--- config.mk ---
export PLATFORM = sky130hd
export DESIGN_NAME = mul_div_unit
export DESIGN_NICKNAME = d
export VERILOG_FILES = /design/src/rtl/mul_div_unit.sv
export SDC_FILE = /design/constraint.sdc
export NUM_CORES = 1
export LEC_CHECK = 0
export ABC_AREA = 1
export CAP_MARGIN = 5
export CORE_ASPECT_RATIO = 1.5
export CORE_UTILIZATION = 23
export CTS_CLUSTER_DIAMETER = 40
export DETAILED_ROUTE_END_ITERATION = 16
export PLACE_DENSITY = 0.36
export SYNTH_ARGS = -nofsm -noshare
export SYNTH_HDL_FRONTEND = slang
export SYNTH_SLANG_ARGS = --single-unit
export TNS_END_PERCENT = 20
--- constraint.sdc ---
create_clock -name clk -period 6.71 [get_ports clk]
set_input_delay 2.013 -clock clk [delete_from_list [all_inputs] [get_ports clk]]
set_output_delay 2.013 -clock clk [all_outputs]
set_load 0.01 [all_outputs]
--- src/rtl/mul_div_unit.sv ---
// Iterative RV32M multiply/divide unit for the Execute stage.
// Each operation takes a fixed 34 cycles: one capture edge, one PREP cycle,
// 32 CALC iterations, and a one-cycle DONE pulse with a registered result.
module mul_div_unit (
    input  logic        clk,
    input  logic        reset,
    input  logic        start,
    input  logic        flush,
    input  logic [2:0]  funct3,
    input  logic [31:0] operandA,
    input  logic [31:0] operandB,
    output logic        busy,
    output logic        done,
    output logic [31:0] result
);

    typedef enum logic [1:0] {StIdle, StPrep, StCalc, StDone} state_e;

    state_e      state_q, state_d;
    logic [2:0]  funct3_q, funct3_d;
    logic [31:0] opa_q, opa_d;
    logic [31:0] opb_q, opb_d;
    logic        neg_a_q, neg_a_d;
    logic        neg_b_q, neg_b_d;
    logic        div_zero_q, div_zero_d;
    logic        ovf_q, ovf_d;
    logic [31:0] mag_b_q, mag_b_d;
    // Multiply: high half of the running product. Divide: partial remainder.
    logic [32:0] acc_q, acc_d;
    // Multiply: low product half / remaining multiplier. Divide: dividend/quotient.
    logic [31:0] lo_q, lo_d;
    logic [5:0]  cnt_q, cnt_d;
    logic [31:0] result_q, result_d;

    logic        signed_a, signed_b;
    logic [31:0] abs_a, abs_b;
    logic [32:0] mul_sum;
    logic [32:0] mul_acc_nx;
    logic [31:0] mul_lo_nx;
    logic [33:0] diff;
    logic [32:0] div_acc_nx;
    logic [31:0] div_lo_nx;
    logic [63:0] prod, prod_s;
    logic [31:0] quo, rem;
    logic [31:0] final_res;

    // Operand signedness and magnitudes from the captured operation.
    always_comb begin
        signed_a = (funct3_q == 3'b001) || (funct3_q == 3'b010) ||
                   (funct3_q == 3'b100) || (funct3_q == 3'b110);
        signed_b = (funct3_q == 3'b001) || (funct3_q == 3'b100) || (funct3_q == 3'b110);
        abs_a    = (signed_a && opa_q[31]) ? -opa_q : opa_q;
        abs_b    = (signed_b && opb_q[31]) ? -opb_q : opb_q;
    end

    // One shift-add / restoring-divide iteration, plus the final sign correction.
    always_comb begin
        // acc_q[32] is always zero between iterations, so the 33-bit sum cannot overflow.
        mul_sum    = acc_q + (lo_q[0] ? {1'b0, mag_b_q} : 33'd0);
        mul_acc_nx = {1'b0, mul_sum[32:1]};
        mul_lo_nx  = {mul_sum[0], lo_q[31:1]};

        diff       = {acc_q, lo_q[31]} - {2'b00, mag_b_q};
        div_acc_nx = diff[33] ? {acc_q[31:0], lo_q[31]} : diff[32:0];
        div_lo_nx  = {lo_q[30:0], ~diff[33]};

        prod   = {mul_acc_nx[31:0], mul_lo_nx};
        prod_s = (neg_a_q ^ neg_b_q) ? -prod : prod;
        quo    = div_lo_nx;
        rem    = div_acc_nx[31:0];

        final_res = '0;
        unique case (funct3_q)
            3'b000: final_res = prod_s[31:0];
            3'b001, 3'b010, 3'b011: final_res = prod_s[63:32];
            3'b100, 3'b101: begin
                if (div_zero_q)             final_res = 32'hFFFF_FFFF;
                else if (ovf_q)             final_res = 32'h8000_0000;
                else if (neg_a_q ^ neg_b_q) final_res = -quo;
                else                        final_res = quo;
            end
            default: begin
                if (div_zero_q)   final_res = opa_q;
                else if (ovf_q)   final_res = 32'h0000_0000;
                else if (neg_a_q) final_res = -rem;
                else              final_res = rem;
            end
        endcase
    end

    // Next-state and datapath updates; flush overrides everything except reset.
    always_comb begin
        state_d    = state_q;
        funct3_d   = funct3_q;
        opa_d      = opa_q;
        opb_d      = opb_q;
        neg_a_d    = neg_a_q;
        neg_b_d    = neg_b_q;
        div_zero_d = div_zero_q;
        ovf_d      = ovf_q;
        mag_b_d    = mag_b_q;
        acc_d      = acc_q;
        lo_d       = lo_q;
        cnt_d      = cnt_q;
        result_d   = result_q;

        unique case (state_q)
            StIdle, StDone: begin
                if (start) begin
                    funct3_d = funct3;
                    opa_d    = operandA;
                    opb_d    = operandB;
                    state_d  = StPrep;
                end else begin
                    state_d  = StIdle;
                end
            end
            StPrep: begin
                neg_a_d    = signed_a && opa_q[31];
                neg_b_d    = signed_b && opb_q[31];
                mag_b_d    = abs_b;
                lo_d       = abs_a;
                acc_d      = '0;
                cnt_d      = '0;
                div_zero_d = (opb_q == 32'h0);
                ovf_d      = ((funct3_q == 3'b100) || (funct3_q == 3'b110)) &&
                             (opa_q == 32'h8000_0000) && (opb_q == 32'hFFFF_FFFF);
                state_d    = StCalc;
            end
            default: begin
                acc_d = funct3_q[2] ? div_acc_nx : mul_acc_nx;
                lo_d  = funct3_q[2] ? div_lo_nx : mul_lo_nx;
                cnt_d = cnt_q + 6'd1;
                if (cnt_q == 6'd31) begin
                    result_d = final_res;
                    state_d  = StDone;
                end
            end
        endcase

        if (flush) begin
            state_d  = StIdle;
            result_d = result_q;
        end
    end

    // State register with synchronous reset.
    always_ff @(posedge clk) begin
        if (reset) begin
            state_q    <= StIdle;
            funct3_q   <= '0;
            opa_q      <= '0;
            opb_q      <= '0;
            neg_a_q    <= 1'b0;
            neg_b_q    <= 1'b0;
            div_zero_q <= 1'b0;
            ovf_q      <= 1'b0;
            mag_b_q    <= '0;
            acc_q      <= '0;
            lo_q       <= '0;
            cnt_q      <= '0;
            result_q   <= '0;
        end else begin
            state_q    <= state_d;
            funct3_q   <= funct3_d;
            opa_q      <= opa_d;
            opb_q      <= opb_d;
            neg_a_q    <= neg_a_d;
            neg_b_q    <= neg_b_d;
            div_zero_q <= div_zero_d;
            ovf_q      <= ovf_d;
            mag_b_q    <= mag_b_d;
            acc_q      <= acc_d;
            lo_q       <= lo_d;
            cnt_q      <= cnt_d;
            result_q   <= result_d;
        end
    end

    // Status outputs decoded from the state register.
    always_comb begin
        busy   = (state_q == StPrep) || (state_q == StCalc);
        done   = (state_q == StDone);
        result = result_q;
    end

endmodule

==> results.json <==
{
  "antenna_found_initial": 6,
  "start_kind": "register",
  "hold_buffers": 0,
  "routed_wl_mm": 109.7,
  "syn_avg_cell_area_um2": 5.750,
  "end_kind": "register",
  "avgRoutedWirePerCell_um": 23.60,
  "synth_top_cell_area_share_pct": 20.98,
  "ant_nets": 0,
  "grt_use_total_pct": 24.55,
  "rsz0062_at_grt": "false",
  "syn_nets": 3600,
  "synth_edf_count": 0,
  "ys_top_cells_by_count": "899 x nand2_1, 473 x inv_1, 332 x nor2_1",
  "syn_inst": 3452,
  "core_area_um2": 85230,
  "fin_skew_ns": 0.04392,
  "cp.arrival_ns": 5.39,
  "placement.io_buffers": 104,
  "first_iter_violations": 1537,
  "maxSlewHeadroom_pct": 17.29,
  "r2r-start": "acc_q[7]",
  "postCtsSetupBuffers": 0,
  "post_cts_resized": 0,
  "fin_crit_ns": 4.908,
  "cts_root_buffer": "clkbuf_16",
  "initial_core_util_pct": 23.29,
  "synth_area_um2": 19850,
  "pre_cts_ws_ns": 1.868,
  "vias": 22994,
  "dpl.hpwl_mm": 89.75,
  "synth-seq-cells": 208,
  "ys_warn_count": 0,
  "htreeDepth": 2,
  "cts_tree": "done",
  "r2r-end": "result[14]",
  "gp_congestion": 0.9528,
  "ys_types": 62,
  "dr.pass1.iters": 5,
  "fp.dieH_um": 361.8,
  "p_leak_nw": 11.09,
  "worstHoldStart": "result[22]",
  "io_pins": 105,
  "worst-setup-path-type": "reg2reg",
  "fillers": 10016,
  "setup_tns_ns": 0,
  "cap_violations": 0,
  "dieArea_um2": 87500,
  "cts_made_buffers": 43,
  "grt_max_degree": 90,
  "clk_pin_slew_ns": 0.06,
  "reg2reg_slack_ns": 1.80,
  "period_share_pct": 73.14,
  "max_freq_mhz": 203.8,
  "crit_path_max_fanout": 34,
  "placementRows": 131,
  "worst-r2r-cell-count": 20,
  "regArea_um2": 4165,
  "power.density_nw_per_um2": 248.5,
  "worstHoldPathCells": 2,
  "vias_per_cell": 4.948,
  "finalHoldViolations": 0,
  "vdd.ir_drop.worst_mv": 0.1654,
  "drive_gt1_share_pct": 5.973,
  "numClockSinks": 208,
  "setup_viol": 0,
  "seq_area_frac_synth_pct": 20.98,
  "insertion_delay_ns": 0.63,
  "layout_setup_ws_ns": 1.802,
  "area_delta_synth_final_pct": 18.60,
  "die_x_um": 241.9,
  "globalRoute.totalOverflow": 0,
  "status": "finished, final reports clean",
  "worstHoldEndpoint": "result[22]",
  "clockBufferDepth": 3,
  "grt_pass1_wl_mm": 158.9,
  "worst_pin_slew_ns": 1.228,
  "yosysTopAreaCell": "dfxtp_1",
  "drc": 0,
  "cp_data_required_time_ns": 7.19,
  "synthArstFlopShare_pct": 0,
  "synth_area_leaders": "dfxtp_1 21%, nand2_1 17%, inv_1 8.9%",
  "grt_pass1_vias": 22820,
  "multiInputGateArea_um2": 13240,
  "synth_most_common_cell": "nand2_1",
  "slew_violations": 0,
  "hold_class": "reg2reg",
  "nets": 3630,
  "yosys_most_used_dff": "dfxtp_1"
}
==> flip-flops by register name (all words and copies together) (netlist names), 2 cells and up <==
signal and cells:
opa_q 32, state_q 2, cnt_q 6, mag_b_q 32, lo_q 32, funct3_q 3
acc_q 33, result 32, opb_q 32
==> through the flow <==
step	hold WS [ns]	total power [mW]	instance area, µm²	instances	utilization (%)
2_1_floorplan	0.4451	2.661	19850	3452	-
3_3_place_gp	0.4607	3.426	21920	4567	25.72
3_5_place_dp	0.4587	3.408	21920	4567	25.72
4_1_cts	0.4668	5.893	23540	4646	27.61
5_1_grt	0.4895	6.154	23540	4646	27.61
6_report	0.4619	5.848	23540	4647	27.62
==> layer usage <==
layer / track usage (%) / vias to the layer above / part of all wire [%]
met3: 2.242 / 171 / 3.2
met5: 0 / - / 0.012
met2: 45.97 / 526 / 52
met4: 12.61 / 2 / 5.6
met1: 27.34 / 10906 / 40
li1: - / 11389 / -
==> cell usage in the layout (no fill, tap or decap), drive strengths merged, types with 2 or more instances in the layout <==
cell type,netlist,final
xor2,59,59
a31oi,62,62
nand3b,18,18
nand2,925,925
nor3,59,59
clkinv,4,13
o31ai,4,4
inv,487,500
a21boi,2,2
nand3,240,240
o22ai,5,5
clkbuf,119,47
nor4,12,12
o21ai,304,304
o311ai,3,3
o211ai,22,22
o221ai,19,19
and2,2,2
nand4,44,44
fa,2,2
bufinv,0,9
o21a,4,4
nor2,357,357
clkdlybuf4s50,0,103
a221oi,5,5
buf,29,30
or2,10,10
o221a,3,3
o2111ai,7,7
a21o,4,4
a21oi,316,316
ha,75,75
xnor2,17,17
a211oi,3,3
dfxtp,208,208
o21bai,12,12
o41ai,3,3
==> cell type report <==
cell class	instances	share of cell area, %
multi-input cells	2605	56.25
flip-flops and latches	208	17.70
diodes	1	0.01063
clock buffers	47	4.635
clock inverters	32	2.222
well taps	1130	6.007
inverters	491	7.840
repair buffers	133	5.337
==> critical path, stage by stage, from the launching register on <==
cell and delay [ns]:
dfxtp_1 0.57, ha_1 0.37, nand2_2 0.16, inv_2 0.05, a21oi_2 0.20, nand3_2 0.22
nand2_2 0.13, nand2_4 0.08, nand2_8 0.10, nand2_8 0.08, nand2_8 0.13, nand2_8 0.22
ha_1 0.28, nor2_1 0.70, inv_1 0.43, o21ai_0 0.27, a211oi_1 0.06, o21ai_0 0.21
nand3_1 0.22, nand3_1 0.15, a21oi_1 0.08
==> worst max-delay path by stage <==
stage                          start    endpoint
final                       acc_q[7]  result[14]
after global routing        acc_q[7]  result[14]
after global placement      acc_q[7]  result[14]
after floorplan           state_q[0]        busy
after CTS                   acc_q[7]  result[14]
after detailed placement    acc_q[7]  result[14]
==> report_power, final <==
part           internal (mW)  switching (mW)
Clock                   1.57           0.891
Combinational          0.556            1.46
Sequential              1.29          0.0830
==> cell families after synthesis <==
kind of cell    after synthesis  share of synthesized area (%)
simple gates               1670                          36.40
compound gates              782                          21.89
buf+inv                     639                          12.44
flops                       208                          20.98
fa+ha+maj                    77                          4.930
xor+xnor                     76                          3.354
(Power assumes the default switching activity.)
